$ cat src/rtl/tick_prescaler.sv
// Tick prescaler: divides sysclk or a synchronized external event by a
// programmable divisor (D+1 events per period) and emits a one-cycle tick
// for a downstream counter. Control and divisor registers share data_in.

`ifndef WW
`define WW 8
`endif

module tick_prescaler #(
  parameter int WIDTH = `WW
) (
  input  logic             sysclk,
  input  logic             sysreset,
  input  logic [WIDTH-1:0] data_in,
  input  logic             ctrl_load,
  output logic [WIDTH-1:0] ctrl_data_out,
  input  logic             div_load,
  output logic [WIDTH-1:0] div_data_out,
  input  logic             ext_event,
  output logic             tick
);

  localparam logic [1:0] SRC_SYSCLK = 2'b00;
  localparam logic [1:0] SRC_RISE   = 2'b01;
  localparam logic [1:0] SRC_FALL   = 2'b10;

  localparam logic [WIDTH-1:0] ONE = {{(WIDTH-1){1'b0}}, 1'b1};

  // ctrl_q[0] = enable, ctrl_q[2:1] = event source
  logic [2:0]       ctrl_q, ctrl_d;
  logic [WIDTH-1:0] div_q, div_d;
  logic [WIDTH-1:0] count_q, count_d;
  logic             tick_q, tick_d;

  // ext_event synchronizer, previous-value flop and registered edge flags
  logic sync1_q, sync1_d;
  logic sync2_q, sync2_d;
  logic prev_q, prev_d;
  logic rise_q, rise_d;
  logic fall_q, fall_d;

  logic [WIDTH-1:0] eff_div;
  logic             src_hit;
  logic             qual;

  // Next-state logic: register writes, edge detection, qualification, counting
  always_comb begin
    ctrl_d  = ctrl_q;
    div_d   = div_q;
    count_d = count_q;
    tick_d  = 1'b0;
    src_hit = 1'b0;

    // Edges are taken only between synchronized samples, then registered
    sync1_d = ext_event;
    sync2_d = sync1_q;
    prev_d  = sync2_q;
    rise_d  = sync2_q & ~prev_q;
    fall_d  = ~sync2_q & prev_q;

    // A zero divisor behaves like one so the tick never stays stuck high
    eff_div = (div_q == '0) ? ONE : div_q;

    case (ctrl_q[2:1])
      SRC_SYSCLK: src_hit = 1'b1;
      SRC_RISE:   src_hit = rise_q;
      SRC_FALL:   src_hit = fall_q;
      default:    src_hit = rise_q | fall_q;
    endcase
    qual = ctrl_q[0] & src_hit;

    if (ctrl_load) ctrl_d = data_in[2:0];
    if (div_load)  div_d  = data_in;

    // Any register write restarts the period and swallows this cycle's event
    if (ctrl_load || div_load) begin
      count_d = '0;
    end else if (!ctrl_q[0]) begin
      count_d = '0;
    end else if (qual) begin
      if (count_q == eff_div) begin
        count_d = '0;
        tick_d  = 1'b1;
      end else begin
        count_d = count_q + ONE;
      end
    end
  end

  // State registers with asynchronous active-high reset
  always_ff @(posedge sysclk or posedge sysreset) begin
    if (sysreset) begin
      ctrl_q  <= '0;
      div_q   <= '0;
      count_q <= '0;
      tick_q  <= 1'b0;
      sync1_q <= 1'b0;
      sync2_q <= 1'b0;
      prev_q  <= 1'b0;
      rise_q  <= 1'b0;
      fall_q  <= 1'b0;
    end else begin
      ctrl_q  <= ctrl_d;
      div_q   <= div_d;
      count_q <= count_d;
      tick_q  <= tick_d;
      sync1_q <= sync1_d;
      sync2_q <= sync2_d;
      prev_q  <= prev_d;
      rise_q  <= rise_d;
      fall_q  <= fall_d;
    end
  end

  // Read-back: enable, source, synchronized ext level, upper bits zero
  always_comb begin
    ctrl_data_out      = '0;
    ctrl_data_out[2:0] = ctrl_q;
    ctrl_data_out[3]   = sync2_q;
  end

  assign div_data_out = div_q;
  assign tick         = tick_q;

endmodule

$ cat config.mk
export PLATFORM = sky130hd
export DESIGN_NAME = tick_prescaler
export DESIGN_NICKNAME = d
export VERILOG_FILES = /design/src/rtl/tick_prescaler.sv
export SDC_FILE = /design/constraint.sdc
export NUM_CORES = 1
export LEC_CHECK = 0
export ABC_AREA = 1
export CORE_MARGIN = 8
export CORE_UTILIZATION = 46
export CTS_BUF_LIST = sky130_fd_sc_hd__clkbuf_8
export CTS_CLUSTER_SIZE = 8
export DETAILED_ROUTE_END_ITERATION = 10
export PLACE_DENSITY_LB_ADDON = 0.3
export SETUP_SLACK_MARGIN = 0.15
export SLEW_MARGIN = 25
export SYNTH_ARGS = -nofsm -noshare
export SYNTH_HDL_FRONTEND = slang
export SYNTH_SLANG_ARGS = --single-unit
$ cat constraint.sdc
create_clock -name sysclk -period 1.15 [get_ports sysclk]
set_input_delay 0.1725 -clock sysclk [delete_from_list [all_inputs] [get_ports sysclk]]
set_output_delay 0.1725 -clock sysclk [all_outputs]
set_load 0.1 [all_outputs]
# Yosys cells after proc, flatten, opt, wreduce, memory -nomap -nowiden
# Cells that the tools add are included.
word_totals:
  register_bits: 25
classes:
  addsub: 1
  eq_ne: 4
  mux: 10
  n_bitwise: 6
  n_reduce_logical: 3
op_table:
  columns: ["cell", "n"]
  rows:
  - ["$mux 8", 5]
  - ["$add 8x1->8 const B", 1]
  - ["$eq 8x8->1", 1]
  - ["$logic_not 8->1", 1]
  - ["$mux 1", 4]
  - ["$and 1x1->1", 3]
  - ["$ne 3x1->1 const B", 1]
  - ["$pmux 1 s3", 1]
  - ["$eq 2x1->1 const B", 1]
  - ["$eq 2x2->1 const B", 1]
  - ["$logic_not 2->1", 1]
  - ["$not 1->1", 2]
  - ["$logic_or 1x1->1", 1]
  - ["$or 1x1->1", 1]

# Logic depth before layout (Yosys ltp)
logic_depth:
  ltp_word: 7
  depth_mapped: 9
  depth_no_buf: 9

# Least setup slack after synthesis
# No wires, ideal clock.
synth_timing:
  path_type: "register -> register"
  start: "reg div_q[2] (netlist: div_data_out[2])"
  end: "reg count_q[0]"
  setup_time_ns: 0.118
  t_arrival_ns: 1.681
  required_ns: 1.032
  path_slack_ns: -0.649
  stages_incl_launch_ff: 10
  n_path_buf: 0
  period_less_slack_ns: 1.799
  cell_sequence: "dfrtp_1 -> inv_1 -> nand2_1 -> nand2_1 -> nor2_1 -> nand2_1 -> nor2_2 -> nand3_4 -> nand3_1 -> nand2_1"
synth_via:
  elab_chain_cells: 7
synth_lines:
  columns: ["element", "line", "text"]
  rows:
  - ["start, declared", "31", "logic [WIDTH-1:0] div_q, div_d;"]
  - ["start signal, assigned", "104", "div_q <= div_d;"]
  - ["$logic_not 8->1", "62", "eff_div = (div_q == '0) ? ONE : div_q;"]
  - ["$mux 8 (*)", "62", null]
  - ["$eq 8x8->1 (*)", "81", "if (count_q == eff_div) begin"]
  - ["$mux 8 (*)", "81", null]
  - ["$mux 8 (*)", "80", "end else if (qual) begin"]
  - ["$mux 8 (*)", "78", "end else if (!ctrl_q[0]) begin"]
  - ["$mux 8 (*)", "76", "if (ctrl_load || div_load) begin"]
  - ["end signal, assigned", "105", "count_q <= count_d;"]
  - ["end, declared", "32", "logic [WIDTH-1:0] count_q, count_d;"]
# Every way passes the cells marked *; elsewhere a longest branch is shown, timed or not. The select of a mux whose other input is x is not followed.
# A chain may end at the register's enable or synchronous reset.

# Worst setup path after layout
layout_timing:
  start: "reg div_q[3] (netlist: div_data_out[3])"
  end: "reg count_q[0]"
# Same word-level chain as after synthesis.

==> results.md <==
* Die area at between 4000 and 5000 sq um
* Die width at 69.03 um
* Drt total wl at between 4000 and 5000 um
* Yosys reg bits at 25
* Power Density at 1100 nW/um^2
* Status: finished with violations
* Routed via count at about 1300
* I/O Buffers at 25
* Sequential cell area at roughly 670 sq um
* Filler cell count at about 150
* Core ar. at between 2000 and 3000 sq um
* Synth area leaders: dfrtp_1 (48%), nand2_1 (15%), nand3_1 (7.7%)
* Initial drt markers at between 90 and 100
* HPWL after detailed placement at around 2600 um
* Slowest stage cell on the critical path: dfrtp_4
* Synth Warn # at 0
* Final net count at around 240
* Post-synthesis average cell area at between 8 and 9 sq um
* Worst Setup Start Kind: register
* CP cell instances: inv_2, nand2_1, nand2_1, nand3_1, nor2_4, nand3_4, nand3_2, nand2_1
* Crit Path Category: register to register
* Total GRT Usage at ~15%
* Antenna violations before repair at 0
* Total power at 2436 uW
* Fin. Hold Viols at 0
* Site row count at 19
* Failing checks: negative setup slack
* Area of the multi-input gates at approximately 680 sq um
* Starting Density at 47.74%
* Max-slew violations at 0
* Crit path DAT at 1670 ps
* Max Cap Viol at 0
* Global-route wire length before repair at between 6000 and 7000 um
* Number of flops mapped to enable cells by yosys at 0
* Req. time, crit path at around 1300 ps
* CTS tree: built
* Placed cells at between 200 and 250
* Synth area leader: dfrtp_1
* Clk sinks at 25
* Num CTS Buffers at 3
* Clock root buffer: clkbuf_8
* Setup ws final at -344.2 ps
* ANT nets after route at 0
* Crit Path Max Fanout at 5
* Layout cells sized above 1 at between 40% and 50%
* Distinct cells, synth at 21
* Final setup fails at 19
* Wire per inst at between 15 and 20 um
* Worst vdd ir at between 1 and 1.5 mV
* Hold slack at about 220 ps
* Most common cell after layout, fill and taps aside: nand2_1
* Post-Layout Cell Count at approximately 250
* Placed inst area at just under 2000 sq um
* Post-Syn Area at roughly 1300 sq um
* Worst hold-check path type: input pin to asynchronous set/reset pin
* Fin crit share at 129.9%
* Final min period at roughly 1500 ps
* Worst skew pair latency at roughly 280 ps
* Synth Flop Type: dfrtp_1
* Final Skew at between 15 and 20 ps
* Cell leakage power at 0.001089 uW
* Residual DRC at 0
* Antenna cells at 0
* Async SR Flop Fraction at 100.0%
* Post-route cell area at 2213 sq um
* Unrepaired setup endpoints after global routing: true
* GRT Residual Overflow at 0
* Hold_buf cts at 0
* Largest net degree at the start of global routing at 26
* CP endpoint kind: register
* Die Y at slightly below 70 um
* Most numerous cell on the critical path: nand2_1
* Cells after synthesis at roughly 160
* Routability Congestion at between 0.8 and 0.9
* Number of global-route vias before repair at between 1000 and 1500
* Post-synthesis sequential area ratio at between 40% and 50%
* Longest Clk Path Bufs at 2
* Vias/cell at approximately 5.3
* Synth-to-layout area growth at 71.08%
* Worst-path clk slew at approximately 100 ps
* Top-area cell type share of the netlist area at about half
* Maximum operating frequency at ~670 MHz
* Most frequent cells in the layout: nand2_1 (40), buf_4 (28), inv_1 (17)
* Initial DRT Pass Iterations at 4
* Largest stage delay, worst path at 500 ps
* IO Pins at 30
* CTS H-Tree Depth at 1
per-layer routing:
layer | track usage (%) | vias up | wire, um
li1 | - | 611 | -
met1 | 17.41 | 660 | 1759
met2 | 26.23 | 61 | 2219
met3 | 3.720 | 9 | 236
met4 | 7.062 | 0 | 95
met5 | 0 | - | 0
area by class of cell:
cell class / instances / area share [%]
Sequential cell: 25 / 30.13
Clock buffer: 3 / 1.865
Inverter: 22 / 3.731
Multi-Input combinational cell: 110 / 30.58
Clock inverter: 1 / 0.1696
Timing Repair Buffer: 62 / 31.77
Tap cell: 31 / 1.752
synth_stat cells (2+ instances only):
master and n:
buf_4 5, nand3_1 20, clkbuf_1 2, nor3_1 2, mux2_2 2, nor2_1 10, inv_1 19, nand2_1 50
inv_2 3, o21ai_0 6, xor2_1 6, nor2_4 2, nor2_2 2, dfrtp_1 25
registers in the layout, indices dropped and copies added, names as in the netlist:
name	flops
rise_q	1
fall_q	1
count_q	8
tick	1
div_data_out	8
prev_q	1
prev_d	1
ctrl_q	3
sync1_q	1
through the flow:
stage	utilization [%]	setup WS, ps	TNS [ps]
after global routing	81.67	-408.0	-4672
final	81.67	-344.2	-3871
after detailed placement	72.30	-280.7	-2953
after global placement	72.30	-195.6	-2207
after CTS	76.73	-218.7	-2752
after floorplan	-	-279.3	-2456
where the power goes:
| group | leakage [uW] | internal (uW) | switching (uW) | total [uW] |
|---|---|---|---|---|
| clock | 0.0000269 | 240 | 297 | 537 |
| sequential | 0.000304 | 946 | 58.5 | 1000 |
| combinational | 0.000758 | 341 | 554 | 895 |
critical path, delay by kind of cell (launching register included):
kind          cells  cell delay, ps
buf+inv           1              80
flops             1             500
simple gates      7             800
final timing paths:
check / to / start / cells past startpoint / slack [ps]
setup / recovery: count_q[0] / div_data_out[3] / 8 / -340
hold / removal: count_q[2] / sysreset / 3 / 220
setup reg to reg: count_q[0] / div_data_out[3] / 8 / -340
hold reg to reg: prev_d / sync1_q / 0 / 360
max in group asynchronous: div_data_out[0] / sysreset / 3 / 750
min in group sysclk: sync1_q / ext_event / 1 / 340
kinds of logic (layout without fill, tap and decap cells):
family                   Yosys count  in the layout  synth area share (%)
AO/OA/AOI/OAI                      7              7                 2.902
XOR/XNOR                           7              7                 4.739
adder cells (fa/ha/maj)            1              1                0.9670
flip-flops                        25             25                 48.36
AND/OR/NAND/NOR                   88             89                 30.76
multiplexers                       2              2                 1.741
buffers and inverters             30             88                 10.25
other                              1              4                0.2899
timing repair:
item	in CTS	in global routing
gates cloned	1	0
resized for setup	12	32
pin swaps	3	13
endpoints found under the setup margin	23	25
setup buffers	2	4
Power figures use the tool's default switching activity.
